[src/rtl/win_tone_gen.sv]
// win_tone_gen: two-note square-wave jingle announcing a round result.
// Optional macro WIN_TONE_RETRIGGER_EN lets a new result restart a jingle.
//
// Ports:
//   clk     in   system clock
//   rst     in   synchronous active-high reset
//   winrnd  in   one-cycle pulse: round decided
//   right   in   1 = right player won (qualifies winrnd)
//   tie     in   1 = tie, overrides right (qualifies winrnd)
//   speaker out  square-wave audio (registered)
//   gain    out  constant GAIN_SEL
//   en      out  amplifier enable, high while playing (registered)
//   busy    out  jingle in progress (registered)
module win_tone_gen #(
  parameter int LO_DIV   = 50000,
  parameter int HI_DIV   = 25000,
  parameter int TIE_DIV  = 100000,
  parameter int NOTE_LEN = 20000000,
  parameter bit GAIN_SEL = 1'b1
) (
  input  logic clk,
  input  logic rst,
  input  logic winrnd,
  input  logic right,
  input  logic tie,
  output logic speaker,
  output logic gain,
  output logic en,
  output logic busy
);

  localparam int MAX_LH  = (LO_DIV > HI_DIV) ? LO_DIV : HI_DIV;
  localparam int MAX_DIV = (MAX_LH > TIE_DIV) ? MAX_LH : TIE_DIV;
  localparam int DW = $clog2(MAX_DIV);
  localparam int NW = (NOTE_LEN > 1) ? $clog2(NOTE_LEN) : 1;

  localparam logic [DW-1:0] LO_M1  = DW'(LO_DIV - 1);
  localparam logic [DW-1:0] HI_M1  = DW'(HI_DIV - 1);
  localparam logic [DW-1:0] TIE_M1 = DW'(TIE_DIV - 1);
  localparam logic [NW-1:0] LEN_M1 = NW'(NOTE_LEN - 1);

  typedef enum logic [1:0] {IDLE, NOTE1, NOTE2} state_t;
  typedef enum logic [1:0] {EV_LEFT, EV_RIGHT, EV_TIE} ev_t;

  state_t        state, state_n;
  ev_t           ev, ev_n;
  logic [DW-1:0] div_cnt, div_n, div_top;
  logic [NW-1:0] note_cnt, note_n;
  logic          spk_n, en_n, busy_n;
  logic          trig;

  assign gain = GAIN_SEL;

`ifdef WIN_TONE_RETRIGGER_EN
  assign trig = winrnd;
`else
  assign trig = winrnd && (state == IDLE);
`endif

  // Half-period of the note currently playing.
  always_comb begin
    div_top = TIE_M1;
    unique case (1'b1)
      ev == EV_TIE:   div_top = TIE_M1;
      ev == EV_RIGHT: div_top = (state == NOTE2) ? HI_M1 : LO_M1;
      default:        div_top = (state == NOTE2) ? LO_M1 : HI_M1;
    endcase
  end

  always_comb begin
    state_n = state;
    ev_n    = ev;
    div_n   = div_cnt;
    note_n  = note_cnt;
    spk_n   = speaker;
    en_n    = en;
    busy_n  = busy;
    unique case (state)
      IDLE: ;
      NOTE1, NOTE2: begin
        if (div_cnt == div_top) begin
          div_n = '0;
          spk_n = ~speaker;
        end else begin
          div_n = div_cnt + 1'b1;
        end
        if (note_cnt == LEN_M1) begin
          // note boundary: next note (or silence) starts from a clean phase
          note_n = '0;
          div_n  = '0;
          spk_n  = 1'b0;
          if (state == NOTE1) begin
            state_n = NOTE2;
          end else begin
            state_n = IDLE;
            en_n    = 1'b0;
            busy_n  = 1'b0;
          end
        end else begin
          note_n = note_cnt + 1'b1;
        end
      end
      default: state_n = IDLE;
    endcase
    if (trig) begin
      ev_n    = tie ? EV_TIE : (right ? EV_RIGHT : EV_LEFT);
      state_n = NOTE1;
      div_n   = '0;
      note_n  = '0;
      spk_n   = 1'b0;
      en_n    = 1'b1;
      busy_n  = 1'b1;
    end
  end

  always_ff @(posedge clk) begin
    if (rst) begin
      state    <= IDLE;
      ev       <= EV_LEFT;
      div_cnt  <= '0;
      note_cnt <= '0;
      speaker  <= 1'b0;
      en       <= 1'b0;
      busy     <= 1'b0;
    end else begin
      state    <= state_n;
      ev       <= ev_n;
      div_cnt  <= div_n;
      note_cnt <= note_n;
      speaker  <= spk_n;
      en       <= en_n;
      busy     <= busy_n;
    end
  end

endmodule

[config.mk]
export PLATFORM = sky130hd
export DESIGN_NAME = win_tone_gen
export DESIGN_NICKNAME = d
export VERILOG_FILES = /design/src/rtl/win_tone_gen.sv
export SDC_FILE = /design/constraint.sdc
export NUM_CORES = 1
export LEC_CHECK = 0
export ABC_CLOCK_PERIOD_IN_PS = 4200
export BUFFER_PORTS_ARGS = -buffer_cell sky130_fd_sc_hd__buf_4
export CORE_ASPECT_RATIO = 1.1
export CORE_MARGIN = 2
export CORE_UTILIZATION = 65
export DETAILED_ROUTE_END_ITERATION = 6
export GPL_ROUTABILITY_DRIVEN = 1
export GPL_TIMING_DRIVEN = 0
export HOLD_SLACK_MARGIN = 0.05
export PLACE_DENSITY = 0.91
export SYNTH_ARGS = -nofsm -noshare
export SYNTH_HDL_FRONTEND = slang
export SYNTH_SLANG_ARGS = --single-unit
[constraint.sdc]
create_clock -name clk -period 4.2 [get_ports clk]
set_clock_uncertainty 0.1 [all_clocks]
set_input_delay 0.63 -clock clk [delete_from_list [all_inputs] [get_ports clk]]
set_output_delay 0.63 -clock clk [all_outputs]
set_load 0.01 [all_outputs]
==> summary.md <==
| Metric | Value |
|---|---|
| RSZ-0062 raised after global routing | no |
| Clock root cell | clkbuf_8 |
| Post-CTS Setup Bufs | 0 |
| CTS buffer count | 5 |
| Final Hold Viols | 0 |
| Crit-path max FO | 10 |
| Vias | 2173 |
| Max Fclk | 0.385 GHz |
| DRT Wirelength | 5270 um |
| Slew Viols, Final | 0 |
| Sequential share of power | 0.588 |
| TNS Setup | 0 ns |
| Worst setup EP type | flop |
| Max-Cap Viols | 0 |
| Area Growth Syn to Fin | 7.54% |
| # resized after CTS | 0 |
| N_diodes | 0 |
| Cell taking the most area after synthesis | dfxtp_1 |
| Final Util | 0.740 |
| Worst-margin pin slew | about 0.67 ns |
| Global-route wire length before repair | ~9000 um |
| Post-synth cell types | 45 |
| Logic pwr share | 0.090 |
| Std cell rows | 23 |
| Synthesized area per cell | 8.57 um^2 |
| WP data arrival | 2.72 ns |
| Synth Cell Area | 2550 um^2 |
| Sink Count | 48 |
| GR Util All Layers | 0.251 |
| Multi-input logic area | between 1500 and 2000 um^2 |
| Ports | 9 |
| 1st-pass router iterations | 5 |
| Simple-gate share of the synthesized area | 0.340 |
| Syn. warnings | 0 |
| Vias in the first global route | 2091 |
| VDD IR max | about 0.00024 V |
| Main combinational cell family by area after synthesis | simple AND/OR/NAND/NOR gates |
| Cells after synthesis | 298 |
| Total grt overflow | 0 |
| Clk buf depth | 2 |
| Worst Path Required | 4.32 ns |
| Leakage | between 0.0009 and 0.001 uW |
| CTS Hold Bufs | 0 |
| Die area | 4450 um^2 |
| Reg area | 961 um^2 |
| Min cycle time layout | about 2.6 ns |
| Die Width | between 60 and 70 um |
| Port Buf Inserts | 7 |
| Via density | 6.00 |
| Initial Utilization | 0.688 |
| Worst min path class | reg -> reg |
| Setup CP Type | reg -> reg |
| Net switching power | 194 uW |
| Synth area leaders | dfxtp_1 38%, xor2_1 7.2%, xnor2_1 5.5% |
| Final nets | 326 |
| Most frequent cells in the layout | 48 x dfxtp_1, 35 x nor2_1, 24 x nor3_1 |
| DRT iter0 DRCs | 123 |
| Final Cycle Share | 0.618 |
| Share of cells above drive strength 1 | 0.0929 |
| ANT nets after route | 0 |
| Clock Pin Slew Worst Setup and Hold Paths | 0.08 ns |
| #FFs+latches synth | 48 |
| Pwr/cell area | 288 nW/um^2 |
| Largest net degree at the start of global routing | 14 |
| Slew headroom | 0.552 |
| Antenna violations before repair | 0 |
| Filler cell count | around 270 |
| Post-detailed-route DRC marker count | 0 |
| Adder-cell share of the synthesized area | 0.0441 |
| Syn_nets | 312 |
| Die height | 69.8 um |
| CTS tree | done |
| HPWL Detailed | 3900 um |
| RD Place Congestion | 0.877 |
| Synth Area in XOR/XNOR | 0.127 |
| Post-synthesis compound-gate area fraction | 0.0705 |
| Clk Latency, worst-skew pair | 0.30 ns |
| P_int | 599 uW |
| Sequential area share after synthesis | 0.376 |
| Setup Viol. Count Final | 0 |
| Status | complete, no violations |
| Most common cell after layout, fill and taps aside | dfxtp_1 |
| H-tree Lvls | 2 |
| Post-synthesis mux area share | 0.00979 |
| CP Launch Type | flop |
| Wirelength per Cell | 14.5 um |
| Yosys top cell area share | 0.376 |
| Clock network power share | 0.322 |
| Sw frac | 0.245 |
| Core Footprint | 3710 um^2 |
worst max-delay path, cell delays in order, from the launching register on:
cell and delay, ns:
dfxtp_1 0.38, inv_1 0.08, ha_1 0.30, clkbuf_1 0.38, inv_1 0.29, a21oi_1 0.60
nand3_1 0.16, o31ai_1 0.24
synthesized netlist by cell type, drive strengths merged:
cell type  number
nand4bb         1
inv             7
nand2b          2
o21ai           6
nor4            5
and3           10
nand4b          1
a211oi          1
nor3b           1
o2111ai         1
dfxtp          48
nand2          22
buf             7
a21o            1
a22oi           3
o211ai          3
nor4b           3
and4bb          1
xor2           21
or2             2
nor3           24
mux2i           1
nand4          17
conb            1
xnor2          16
o31ai           3
clkbuf          3
ha              9
nor2b           4
o21a            1
nor2           35
mux2            1
or3b            1
and4            5
and2            3
or3             2
nand3          17
a21oi           9
per-layer routing:
| metal | share of wire | track usage | vias up |
|---|---|---|---|
| met1 | 0.41 | 0.285 | 1026 |
| li1 | - | - | 1079 |
| met4 | 0.023 | 0.111 | 0 |
| met2 | 0.53 | 0.450 | 55 |
| met5 | 0 | 0 | - |
| met3 | 0.037 | 0.0487 | 13 |
worst paths after layout:
kind                               start           end  slack [ns]  cells past startpoint
worst max-delay path            state[1]  note_cnt[15]        1.60                      7
worst min-delay path               ev[1]         ev[1]        0.41                      2
worst max register to register  state[1]  note_cnt[15]        1.60                      7
worst min register to register     ev[1]         ev[1]        0.41                      2
cells by family (layout without fill, tap and decap cells):
kind of cell             after synthesis  after routing
multiplexers                           2              2
AND/OR/NAND/NOR                      156            156
XOR/XNOR                              37             37
AO/OA/AOI/OAI                         28             28
buffers and inverters                 17             31
other                                  1              1
adder cells (fa/ha/maj)                9              9
flip-flops                            48             48
power by group through the flow:
stage / clock network, uW / logic [uW] / registers [uW]
floorplan: 0 / 48.7 / 475
global placement: 0 / 66.4 / 476
detailed placement: 0 / 70.2 / 476
CTS: 261 / 70.5 / 466
global route: 277 / 77.9 / 466
finish: 255 / 71.4 / 466
cell type report:
type | count | area share
repair buffers | 7 | 0.0191
multi-input cells | 233 | 0.551
plain buffers | 10 | 0.0196
clock buffers | 6 | 0.0264
inverters | 7 | 0.00956
well taps | 50 | 0.0228
flip-flops and latches | 48 | 0.350
clock inverters | 1 | 0.00182
registers in the layout (all words and copies together) (netlist names):
| signal | count |
|---|---|
| speaker | 1 |
| div_cnt | 17 |
| busy | 1 |
| note_cnt | 25 |
| ev | 2 |
| state | 2 |
per-stage QoR:
step	hold WS, ns	std cells	instance area, um^2	setup slack (ns)	total power, uW
global route	0.417	362	2750	1.44	822
detailed placement	0.392	355	2670	1.66	547
global placement	0.373	355	2670	1.76	542
finish	0.407	362	2750	1.60	793
CTS	0.403	362	2750	1.67	798
floorplan	0.363	298	2550	1.95	524
Power figures use the tool's default switching activity.
